### config.mk
export PLATFORM = sky130hd
export DESIGN_NAME = stream_mac
export DESIGN_NICKNAME = d
export VERILOG_FILES = /design/src/rtl/stream_mac_pkg.sv /design/src/rtl/stream_mac_pipe.sv /design/src/rtl/stream_mac.sv
export SDC_FILE = /design/constraint.sdc
export NUM_CORES = 1
export LEC_CHECK = 0
export BUFFER_PORTS_ARGS = -buffer_cell sky130_fd_sc_hd__buf_2
export CORE_AREA = 5 5 111 113
export CTS_CLUSTER_DIAMETER = 80
export CTS_CLUSTER_SIZE = 25
export DETAILED_ROUTE_END_ITERATION = 8
export DIE_AREA = 0 0 116 118
export GPL_TIMING_DRIVEN = 0
export PLACE_DENSITY = 0.59
export SYNTH_ARGS = -nofsm -noshare
export SYNTH_HDL_FRONTEND = slang
export SYNTH_SLANG_ARGS = --single-unit
### constraint.sdc
create_clock -name clk -period 5.37 [get_ports clk]
set_input_delay 0.2685 -clock clk [delete_from_list [all_inputs] [get_ports clk]]
set_output_delay 0.2685 -clock clk [all_outputs]
set_load 0.02 [all_outputs]
### src/rtl/stream_mac_pkg.sv
// Shared types, default parameters and sizing helpers for the streaming
// dot-product MAC that drains the two operand FIFOs.
package stream_mac_pkg;

    typedef enum logic [1:0] {IDLE, RUN, DRAIN, DONE} mac_state_t;

    localparam int unsigned DEF_DATA_WIDTH = 8;
    localparam int unsigned DEF_ACC_WIDTH  = 24;
    localparam int unsigned DEF_COUNT      = 8;

    // Bits needed for a counter that must reach the value count itself.
    function automatic int unsigned cnt_width(input int unsigned count);
        return $clog2(count + 1);
    endfunction

endpackage

### src/rtl/stream_mac_pipe.sv
// Datapath for stream_mac: pop-delay valid, registered product, and the
// wrapping accumulator with a sticky carry-out flag.
module mac_pipe
    import stream_mac_pkg::*;
#(
    parameter int unsigned DATA_WIDTH = DEF_DATA_WIDTH,
    parameter int unsigned ACC_WIDTH  = DEF_ACC_WIDTH
) (
    input  logic                  clk,
    input  logic                  rst_n,
    input  logic                  clr,
    input  logic                  in_valid,
    input  logic [DATA_WIDTH-1:0] a,
    input  logic [DATA_WIDTH-1:0] b,
    output logic [ACC_WIDTH-1:0]  acc,
    output logic                  ovf,
    output logic                  out_valid
);

    localparam int unsigned PROD_WIDTH = 2 * DATA_WIDTH;

    logic                  pop_q;
    logic [PROD_WIDTH-1:0] prod;
    logic [ACC_WIDTH:0]    sum;

    // One extra bit captures the carry-out of the accumulate.
    assign sum = {1'b0, acc} + (ACC_WIDTH + 1)'(prod);

    // out_valid marks a product register that is added on this edge.
    always_ff @(posedge clk) begin
        if (!rst_n) begin
            pop_q     <= 1'b0;
            out_valid <= 1'b0;
            prod      <= '0;
            acc       <= '0;
            ovf       <= 1'b0;
        end else begin
            pop_q     <= in_valid;
            out_valid <= pop_q;
            prod      <= PROD_WIDTH'(a) * PROD_WIDTH'(b);
            if (clr) begin
                acc <= '0;
                ovf <= 1'b0;
            end else if (out_valid) begin
                acc <= sum[ACC_WIDTH-1:0];
                ovf <= ovf | sum[ACC_WIDTH];
            end
        end
    end

endmodule

### src/rtl/stream_mac.sv
// Pops matched operand pairs from FIFOs A and B, accumulates COUNT products
// per start pulse and holds the dot product with result_valid until restarted.
module stream_mac
    import stream_mac_pkg::*;
#(
    parameter int unsigned DATA_WIDTH = DEF_DATA_WIDTH,
    parameter int unsigned ACC_WIDTH  = DEF_ACC_WIDTH,
    parameter int unsigned COUNT      = DEF_COUNT
) (
    input  logic                  clk,
    input  logic                  rst_n,
    input  logic                  start,
    input  logic                  a_empty,
    input  logic                  b_empty,
    input  logic [DATA_WIDTH-1:0] a_data,
    input  logic [DATA_WIDTH-1:0] b_data,
    output logic                  a_rden,
    output logic                  b_rden,
    output logic [ACC_WIDTH-1:0]  result,
    output logic                  result_valid,
    output logic                  busy,
    output logic                  ovf
);

    localparam int unsigned   CW    = cnt_width(COUNT);
    localparam logic [CW-1:0] LAST  = CW'(COUNT - 1);
    localparam logic [CW-1:0] TOTAL = CW'(COUNT);

    mac_state_t    state, state_next;
    logic [CW-1:0] issued, issued_next;
    logic [CW-1:0] retired, retired_next;
    logic          busy_next, result_valid_next;
    logic          pop, clr, acc_en;

    // Both FIFOs always pop together; reset suppresses popping immediately.
    assign pop    = rst_n && (state == RUN) && !a_empty && !b_empty && (issued < TOTAL);
    assign a_rden = pop;
    assign b_rden = pop;

    always_ff @(posedge clk) begin
        if (!rst_n) begin
            state        <= IDLE;
            issued       <= '0;
            retired      <= '0;
            busy         <= 1'b0;
            result_valid <= 1'b0;
        end else begin
            state        <= state_next;
            issued       <= issued_next;
            retired      <= retired_next;
            busy         <= busy_next;
            result_valid <= result_valid_next;
        end
    end

    always_comb begin
        state_next   = state;
        issued_next  = issued;
        retired_next = retired;
        clr          = 1'b0;

        if (pop)    issued_next  = issued + CW'(1);
        if (acc_en) retired_next = retired + CW'(1);

        case (state)
            IDLE, DONE: begin
                if (start) begin
                    state_next   = RUN;
                    clr          = 1'b1;
                    issued_next  = '0;
                    retired_next = '0;
                end
            end
            RUN:     if (pop && issued == LAST) state_next = DRAIN;
            DRAIN:   if (acc_en && retired == LAST) state_next = DONE;
            default: state_next = IDLE;
        endcase

        busy_next         = (state_next == RUN) || (state_next == DRAIN);
        result_valid_next = (state_next == DONE);
    end

    mac_pipe #(
        .DATA_WIDTH(DATA_WIDTH),
        .ACC_WIDTH (ACC_WIDTH)
    ) u_pipe (
        .clk      (clk),
        .rst_n    (rst_n),
        .clr      (clr),
        .in_valid (pop),
        .a        (a_data),
        .b        (b_data),
        .acc      (result),
        .ovf      (ovf),
        .out_valid(acc_en)
    );

endmodule

Word-level counts from Yosys, hierarchy flattened

Cells that the tools add are included.

$add $sub $neg: 3
Multiply operators: 1
Magnitude comparators: 1
Equality and inequality tests: 8
Multiplexer cells: 12
Bitwise operators: 2
Reduce and logical (&&, ||, !) cells: 12

Operator list:

| operator                                                              | count |
|---|---|
| 24-bit by 16-bit adder with 25-bit output                             | 1 |
| 4-bit two-way mux                                                     | 6 |
| 8-bit by 8-bit multiplier with 16-bit output                          | 1 |
| 4-bit by 1-bit adder with 4-bit output, second input constant         | 2 |
| 2-bit equality test, second input constant                            | 4 |
| 4-bit by 3-bit equality test with 1-bit output, second input constant | 2 |
| 1-bit logical AND                                                     | 6 |
| 2-bit two-way mux                                                     | 3 |
| 2-bit case mux with 3 select lines                                    | 1 |
| 2-bit by 1-bit equality test with 1-bit output, second input constant | 2 |
| 4-bit < comparator, second input constant                             | 1 |
| 2-bit OR reduction                                                    | 2 |
| 1-bit zero test                                                       | 2 |
| 2-bit zero test                                                       | 1 |
| 1-bit two-way mux                                                     | 2 |
| 1-bit logical OR                                                      | 1 |
| 1-bit inverter                                                        | 1 |
| 1-bit OR                                                              | 1 |

Flip-flop bits (word level): 55
Bits of input ports: 21
Output and inout bits: 29
Logic and storage cells: 49

Logic depth before layout (Yosys ltp)

Gate-level depths: netlist of run 1.

Depth in word-level cells: 10
Mapped depth: 16
Gate-level depth less buffers: 16

Hierarchy

Synthesis of run 1 repeated with hierarchy kept, for this count alone.

Cells, all modules: 545
Area total of the unflattened synthesis: 4859.7 µm²

By module, submodules not included:

| module     | times used | cells each | area each (µm²) | sequential area each (µm²) |
|---|---|---|---|---|
| mac_pipe   | 1          | 476        | 4235.3          | 860.8 |
| stream_mac | 1          | 69         | 624.3           | 240.2 |

Worst setup path before layout of run 1

Ideal clock, no wire load.

Kind: input -> register
Start point: in b_data[7]
End point: reg u_pipe.prod[14]
Setup time: 0.124 ns
Data arrival time: 3.710 ns
Required time: 5.246 ns
Path slack: 1.536 ns
Stages on the path: 14
Buffers on the path: 0
Cell sequence: and2_1 fa_1 fa_1 fa_1 inv_1 fa_1 inv_1 ha_1 o21a_1 o21ai_0 o21ai_0 o21ai_0 o21ai_0 mux2i_1

Word-level cells in the longest chain between the ends: 1

RTL lines:

| what                                         | RTL line              | RTL |
|---|---|---|
| from (decl)                                  | stream_mac.sv:16      | `input logic [DATA_WIDTH-1:0] b_data,` |
| 8-bit by 8-bit multiplier with 16-bit output | stream_mac_pipe.sv:40 | `prod <= PROD_WIDTH'(a) * PROD_WIDTH'(b);` |
| to (signal assigned)                         | stream_mac_pipe.sv:40 |  |
| to (decl)                                    | stream_mac_pipe.sv:23 | `logic [PROD_WIDTH-1:0] prod;` |

Every way passes these cells.
A chain may end at the register's enable or synchronous reset.

Final worst setup path of run 1

Start point: in a_data[0]
End point: reg u_pipe.prod[14]

Word-level cells in the longest chain between the ends: 1

RTL lines:

| what                                         | RTL line              | RTL |
|---|---|---|
| from (decl)                                  | stream_mac.sv:15      | `input logic [DATA_WIDTH-1:0] a_data,` |
| 8-bit by 8-bit multiplier with 16-bit output | stream_mac_pipe.sv:40 |  |

Every way passes these cells.

==> results_dict.tcl, run 1 <==
set metrics [dict create \
    die_h_um 118 \
    clock_sinks 55 \
    ios 50 \
    antennaDiodeCount 0 \
    power_mw 1.49 \
    holdBufCountCts 0 \
    viasPerCell 5.21 \
    route.vias.total 3970 \
    ys_warn_count 0 \
    dp_hpwl_um 8680 \
    gp_congestion 0.847 \
    hold_viol 0 \
    startpoint "a_data[0]" \
    fin_setup_tns_ns 0 \
    ys_seq_elements 55 \
    powerDensity_mw_per_mm2 270 \
    clockBufferDepth 2 \
    critPathMaxFanout 8 \
    syn_area_mm2 0.00494 \
    cp-end-kind "flip-flop" \
    num_rows 39 \
    min_from "b_empty" \
    hold_slack_ns 0.182 \
    crit_arrival_ns 4.23 \
    path_class "input pin to flip-flop" \
    rsz0062_at_grt "no" \
    cp.required_ns 5.58 \
    hold_class "input pin to flip-flop" \
    yosysSeqAreaShare_pct 22.3 \
    grt_pass1_wl_um 18300 \
    timing.final.crit_share_pct 74.9 \
    grt_pass1_vias 4081 \
    avgSynthCellArea_um2 8.77 \
    netlist_instances 563 \
    cts_max_level 2 \
    die-width_um 116 \
    fmax_mhz 249 \
    status "finished clean" \
    antenna_found_initial 0 \
    area_growth_pct 11.6 \
    synth_edf_count 0 \
    dieArea_mm2 0.0137 \
    post-route-min-period_ns 4.02 \
    synth-async-reset-ratio_pct 0 \
    grt_max_degree 20 \
    first_pass_iters 5 \
    ir_drop_uv 182 \
    drv_cap 0 \
    synth_cell_types 58 \
    report.final.slew_viol_count 0 \
    port_buffers 48 \
    wirelength_um 10500 \
    tritoncts "built" \
    clk_latency_ns 0.30 \
    finalSetupViolations 0 \
    synth_flop_cell "dfxtp_1" \
    grt_usage_pct 16.0 \
    instances_no_fill 762 \
    drt_iter0_drc 160 \
    cp-start-kind "input pin" \
    fp.coreArea_mm2 0.0112 \
    clkTransAtPathRegs_ns 0.08 \
    layout-drive-gt1-share_pct 12.3 \
    drc 0 \
    start_util_pct 44.0 \
    dp_cells 754 \
    tightest_slew_ns 0.595 \
    cts_setup_buffers 0 \
    fin_skew_ns 0.0104 \
    cts_buffers 5 \
    post_cts_resized 0 \
    syn-num-nets 678 \
    final_nets 733 \
    worstReg2RegStart "u_pipe.acc[0]" \
    p_leak_nw 2.60 \
    routedWlPerCell_um 13.8 \
    grt_remaining_overflow 0 \
    root_buffer "clkbuf_16" \
    slew_headroom_pct 60.3 \
    ant_nets 0 \
]
-- cell usage in the layout (no fill, tap or decap), types with 11 or more instances in the layout --
cell / n
inv_1: 64
xor2_1: 12
buf_2: 50
ha_1: 57
nor2_1: 32
nand3_1: 11
a21oi_1: 29
xnor2_1: 11
dfxtp_1: 55
o21ai_0: 22
fa_1: 37
and2_1: 61
and3_1: 11
nand2_1: 45
-- final timing paths --
| path | end | slack, ns | cells after the start |
|---|---|---|---|
| max | u_pipe.prod[14] | 1.35 | 15 |
| min | u_pipe.pop_q | 0.18 | 2 |
| max reg2reg | u_pipe.acc[20] | 2.88 | 9 |
| min reg2reg | u_pipe.out_valid | 0.46 | 1 |
-- report_power, final --
part	switching, mW	leakage (nW)	internal, mW	total, mW
sequential	0.0131	0.447	0.447	0.460
combinational	0.387	2.09	0.304	0.691
clock	0.158	0.0719	0.177	0.335
-- metrics by stage --
step	instance area (um2)	util, %	setup slack, ns
2_1_floorplan	4940	-	1.54
3_3_place_gp	5360	47.7	1.11
3_5_place_dp	5360	47.7	1.05
4_1_cts	5510	49.1	1.34
5_1_grt	5510	49.1	1.09
6_report	5510	49.1	1.35
-- final cells by class --
type | instances | area (um2)
plain buffers | 14 | 81.3
clock buffers | 5 | 125
clock inverters | 3 | 27.5
fillers | 1109 | 5710
inverters | 64 | 240
multi-input cells | 430 | 3520
flip-flops and latches | 55 | 1100
well taps | 143 | 179
repair buffers | 48 | 240
-- state kept, by name (all words and copies together) (netlist names) --
signal	flops
busy	1
issued	4
u_pipe.out_valid	1
u_pipe.ovf	1
u_pipe.acc	24
u_pipe.pop_q	1
u_pipe.prod	16
state	2
retired	4
result_valid	1
-- cells by family (layout without fill, tap and decap cells) --
logic type | Yosys count | after routing | share of synthesized area (%)
mux | 10 | 10 | 2.03
flops | 55 | 55 | 22.3
simple gates | 203 | 203 | 22.3
xor+xnor | 23 | 23 | 4.08
compound gates | 100 | 100 | 13.3
fa+ha+maj | 94 | 94 | 29.4
buf+inv | 78 | 134 | 6.51
-- synth_stat cells, drive strengths merged (11+ instances only) --
library cell,instances,area share (%)
a21oi,29,2.9
and2,61,7.7
and3,14,1.8
dfxtp,55,22
fa,37,15
ha,57,14
inv,64,4.9
nand2,45,3.4
nand3,11,1.1
nor2,32,2.4
o21ai,25,2.5
xnor2,11,2.0
xor2,12,2.1
-- critical path: stages --
cell and delay, ns:
buf_2 0.16, nand2_1 0.10, fa_1 0.51, fa_1 0.55, inv_1 0.06, fa_1 0.53, inv_1 0.05, fa_1 0.52
inv_1 0.04, ha_1 0.34, nand3_1 0.09, o211ai_1 0.28, o21ai_0 0.23, o21ai_0 0.26, mux2i_1 0.24
-- routing by layer --
| metal | up-vias | share of wire (%) | GRT usage, % |
|---|---|---|---|
| li1 | 2025 | - | - |
| met1 | 1865 | 45 | 20.1 |
| met2 | 72 | 51 | 29.2 |
| met3 | 8 | 3.1 | 1.75 |
| met4 | 0 | 0.89 | 2.97 |
| met5 | - | 0 | 0 |
No activity file was read; power rests on OpenSTA's default activity.
==> run 2, diff against run 1 <==
==> constraint.sdc (replaced) <==
create_clock -name clk -period 3.85 [get_ports clk]
set_input_delay 0.1925 -clock clk [delete_from_list [all_inputs] [get_ports clk]]
set_output_delay 0.1925 -clock clk [all_outputs]
set_load 0.02 [all_outputs]
==> results_dict.tcl, run 2 (synthesis gave the netlist of run 1 again) <==
set metrics [dict create \
    largest_register_ffs 24 \
    drv_cap 0 \
    powerDensity_mw_per_mm2 394 \
    regToRegEndpoint "u_pipe.acc[20]" \
    max_stage_delay_ns 0.54 \
    grt_max_degree 20 \
    timing.final.crit_share_pct 95.5 \
    largest_registers "u_pipe.acc: 24 flops, u_pipe.prod: 16 flops" \
    antenna_found_initial 0 \
    grt_usage_pct 16.0 \
    routedWlPerCell_um 14.0 \
    final_nets 734 \
    clock_sinks 55 \
    first_pass_iters 4 \
    antennaDiodeCount 0 \
    cp-end-kind "flip-flop" \
    reg2reg_slack_ns 1.37 \
    stdcell_area_mm2 0.00560 \
    dpl-instance-area_mm2 0.00536 \
    pwr-share-comb_pct 49.7 \
    ant_nets 0 \
    fp.coreArea_mm2 0.0112 \
    grt_pass1_vias 4079 \
    port_buffers 48 \
    clkTransAtPathRegs_ns 0.08 \
    clk_latency_ns 0.30 \
    path_class "input pin to flip-flop" \
    crit_arrival_ns 3.91 \
    p_sw_mw 0.841 \
    slew_headroom_pct 60.0 \
    area_growth_pct 13.4 \
    ir_drop_uv 255 \
    hold_class "input pin to flip-flop" \
    report.final.slew_viol_count 0 \
    gp_congestion 0.847 \
    clkPwrFrac_pct 21.2 \
    start_util_pct 44.0 \
    tritoncts "built" \
    finalSetupViolations 0 \
    route.vias.total 3946 \
    p_int_mw 1.37 \
    drc 0 \
    root_buffer "clkbuf_16" \
    cp.required_ns 4.08 \
    final_cell_mix "inv_1, and2_1, dfxtp_1, ha_1, buf_2" \
    ios 50 \
    wirelength_um 10700 \
    hold_viol 0 \
    path_cells "buf_2 > and2_1 > fa_1 > fa_1 > fa_1 > inv_1 > fa_1 > inv_1 > ha_1 > o21a_1 > o21ai_2 > a21oi_1 > nor2_1 > o211ai_1 > and3_1" \
    clockBufferDepth 2 \
    holdBufCountCts 0 \
    netSwitchingFraction_pct 38.1 \
    cts_max_level 2 \
    p_leak_nw 2.62 \
    final_common_cell "inv_1" \
    slowest_stage "fa_1" \
    die_h_um 118 \
    grt_pass1_wl_um 18300 \
    dieArea_mm2 0.0137 \
    viasPerCell 5.17 \
    grt_remaining_overflow 0 \
    drt_iter0_drc 161 \
    seqPwrFrac_pct 29.1 \
    tightest_slew_ns 0.600 \
    cts_buffers 5 \
    critPathMaxFanout 8 \
    reg2regPathDepth 9 \
    path_common_cell "fa_1" \
    dp_hpwl_um 8680 \
    num_rows 39 \
    fin_skew_ns 0.0101 \
    die-width_um 116 \
    post-route-min-period_ns 3.68 \
    fmax_mhz 272 \
    cp-start-kind "input pin" \
    hold_slack_ns 0.106 \
    startpoint "b_data[7]" \
    critical_path.endpoint "u_pipe.prod[13]" \
    status "finished clean" \
    regMostFlops "u_pipe.acc" \
    layout-drive-gt1-share_pct 14.0 \
    worstReg2RegStart "u_pipe.acc[0]" \
]
## run 2: per-layer routing
metal  share of wire, %  wire length [um]  GRT usage [%]
met3                2.8               296           1.75
met1                 45              4810           20.1
met5                  0                 0              0
met2                 51              5460           29.2
met4               0.80                85           2.97
## run 2: stage by stage
step / worst slack (ns) / util [%] / setup TNS, ns / total power, mW / instances
after floorplan: 0.0918 / - / 0 / 1.43 / 563
after global routing: -0.00794 / 49.9 / -0.0119 / 2.41 / 763
final: 0.172 / 49.9 / 0 / 2.21 / 763
after CTS: 0.0152 / 49.1 / 0 / 2.10 / 762
after detailed placement: -0.396 / 47.7 / -1.81 / 1.62 / 754
after global placement: -0.337 / 47.7 / -1.45 / 1.60 / 754
## run 2: area by class of cell
type                       count  area (um2)
timing repair buffer          49         258
clock buffer                   5         125
clock inverter                 3        27.5
sequential                    55        1100
tap                          143         179
fill                        1101        5620
multi-input combinational    430        3590
inverter                      64         240
buffer                        14        81.3
## run 2: worst max-delay path: cells and delay by family
kind	cells	cell delay, ns
and+or+nand+nor	3	0.45
buffers and inverters	3	0.24
adders and majority gates	5	2.40
AOI/OAI and AO/OA	4	0.63
## run 2: worst min-delay path by stage
stage / startpoint / end / slack [ns] / cells after the start
after floorplan: a_empty / u_pipe.pop_q / 0.27 / 1
after CTS: b_empty / u_pipe.pop_q / 0.1 / 2
after global routing: b_empty / u_pipe.pop_q / 0.11 / 2
final: b_empty / u_pipe.pop_q / 0.11 / 2
after global placement: b_empty / u_pipe.pop_q / 0.41 / 2
after detailed placement: b_empty / u_pipe.pop_q / 0.42 / 2
## run 2: timing repair
action,4_1_cts,5_1_grt
setup endpoints to repair,3,6
pin swaps,2,7
buffers inserted,0,1
gates resized for setup,3,22
## run 2: power groups by stage
stage	Clock [mW]	Sequential [mW]	Combinational, mW
after global placement	0	0.656	0.945
after CTS	0.483	0.643	0.978
final	0.469	0.642	1.10
after detailed placement	0	0.656	0.963
after global routing	0.501	0.647	1.26
after floorplan	0	0.652	0.776
==> run 3, diff against run 2 <==
--- a/config.mk
+++ b/config.mk
@@ -12,6 +12,7 @@
 export DETAILED_ROUTE_END_ITERATION = 8
 export DIE_AREA = 0 0 116 118
 export GPL_TIMING_DRIVEN = 0
+export MAX_ROUTING_LAYER = met4
 export PLACE_DENSITY = 0.59
 export SYNTH_ARGS = -nofsm -noshare
 export SYNTH_HDL_FRONTEND = slang
==> results_dict.tcl, run 3 (synthesis gave the netlist of run 1 again) <==
set metrics [dict create \
    gp_congestion 0.860 \
    ant_nets 0 \
    ir_drop_uv 257 \
    area_growth_pct 13.5 \
    final_nets 734 \
    first_pass_iters 4 \
    antenna_found_initial 0 \
    dpl-instance-area_mm2 0.00536 \
    hold_viol 0 \
    tritoncts "built" \
    slew_headroom_pct 60.8 \
    crit_arrival_ns 3.92 \
    final_common_cell "inv_1" \
    dieArea_mm2 0.0137 \
    port_buffers 48 \
    status "finished clean" \
    grt_pass1_vias 4081 \
    tightest_slew_ns 0.588 \
    grt_pass1_wl_um 18400 \
    drv_cap 0 \
    drt_iter0_drc 193 \
    wirelength_um 10700 \
    cts_buffers 5 \
    stdcell_area_mm2 0.00561 \
    hold_slack_ns 0.105 \
    regMostFlops "u_pipe.acc" \
    die_h_um 118 \
    grt_max_degree 20 \
    die-width_um 116 \
    drc 0 \
    largest_register_ffs 24 \
    root_buffer "clkbuf_16" \
    fmax_mhz 271 \
    num_rows 39 \
    start_util_pct 44.0 \
    instances_no_fill 763 \
    routedWlPerCell_um 14.0 \
    clkTransAtPathRegs_ns 0.08 \
    largest_registers "u_pipe.acc: 24 flops, u_pipe.prod: 16 flops" \
    antennaDiodeCount 0 \
    hold_class "input pin to flip-flop" \
    critPathMaxFanout 8 \
    finalSetupViolations 0 \
    clock_sinks 55 \
    clockBufferDepth 2 \
    powerDensity_mw_per_mm2 394 \
    report.final.slew_viol_count 0 \
    utilization_pct 50.0 \
    holdBufCountCts 0 \
    grt_usage_pct 16.4 \
    grt_remaining_overflow 0 \
    p_leak_nw 2.62 \
    cp-start-kind "input pin" \
    post-route-min-period_ns 3.68 \
    layout-drive-gt1-share_pct 14.0 \
    fin_skew_ns 0.0113 \
    route.vias.total 3974 \
    cp.required_ns 4.08 \
    dp_hpwl_um 8680 \
    clk_latency_ns 0.30 \
    ios 50 \
    dp_cells 754 \
    cts_max_level 2 \
    fp.coreArea_mm2 0.0112 \
    viasPerCell 5.21 \
    final_cell_mix "inv_1, and2_1, dfxtp_1, ha_1, buf_2" \
    cp-end-kind "flip-flop" \
    path_class "input pin to flip-flop" \
    timing.final.crit_share_pct 95.7 \
]
==> run 3: power breakdown <==
part / leakage, nW / internal (mW) / switching (mW) / total, mW
Clock: 0.0719 / 0.247 / 0.222 / 0.469
Sequential: 0.447 / 0.624 / 0.0182 / 0.642
Combinational: 2.10 / 0.497 / 0.601 / 1.10
==> run 3: metal layers <==
metal / share of wire, % / global-route usage (%) / vias up
met1: 46 / 20.2 / 1890
met3: 2.7 / 1.70 / 6
li1: - / - / 2022
met4: 0.67 / 2.97 / 0
met2: 51 / 29.2 / 56
met5: 0 / - / -
==> run 3: final timing paths <==
kind / slack (ns) / start / end / depth (start not counted)
hold reg to reg: 0.46 / u_pipe.pop_q / u_pipe.out_valid / 1
hold / removal: 0.10 / b_empty / u_pipe.pop_q / 2
setup / recovery: 0.17 / b_data[7] / u_pipe.prod[13] / 15
setup reg to reg: 1.37 / u_pipe.acc[0] / u_pipe.acc[20] / 9
==> run 3: cell type report <==
class	count	area, um2
Clock inverter	3	27.5
Buffer	14	81.3
Sequential cell	55	1100
Inverter	64	240
Fill cell	1101	5620
Tap cell	143	179
Multi-Input combinational cell	430	3590
Timing Repair Buffer	49	260
Clock buffer	5	125
==> run 3: worst max-delay path: stages <==
cell	delay [ns]
clkbuf_4	0.15
and2_1	0.18
fa_1	0.51
fa_1	0.52
fa_1	0.54
inv_1	0.05
fa_1	0.53
inv_1	0.04
ha_1	0.30
o21a_1	0.17
o21ai_2	0.07
a21oi_1	0.22
nor2_1	0.10
o211ai_1	0.17
and3_1	0.17
==> run 3: repair_timing <==
item | 4_1_cts | 5_1_grt
endpoints found under the setup margin | 3 | 6
cloned | 0 | 0
pin swaps | 2 | 7
setup buffers | 0 | 1
gates resized for setup | 3 | 23
==> run 3: per-stage QoR <==
stage          TNS [ns]  power (mW)  setup slack, ns
2_1_floorplan         0        1.43           0.0918
3_3_place_gp      -1.45        1.60           -0.337
3_5_place_dp      -1.81        1.62           -0.396
4_1_cts               0        2.10           0.0152
5_1_grt        -0.00973        2.41         -0.00674
6_report              0        2.21            0.165
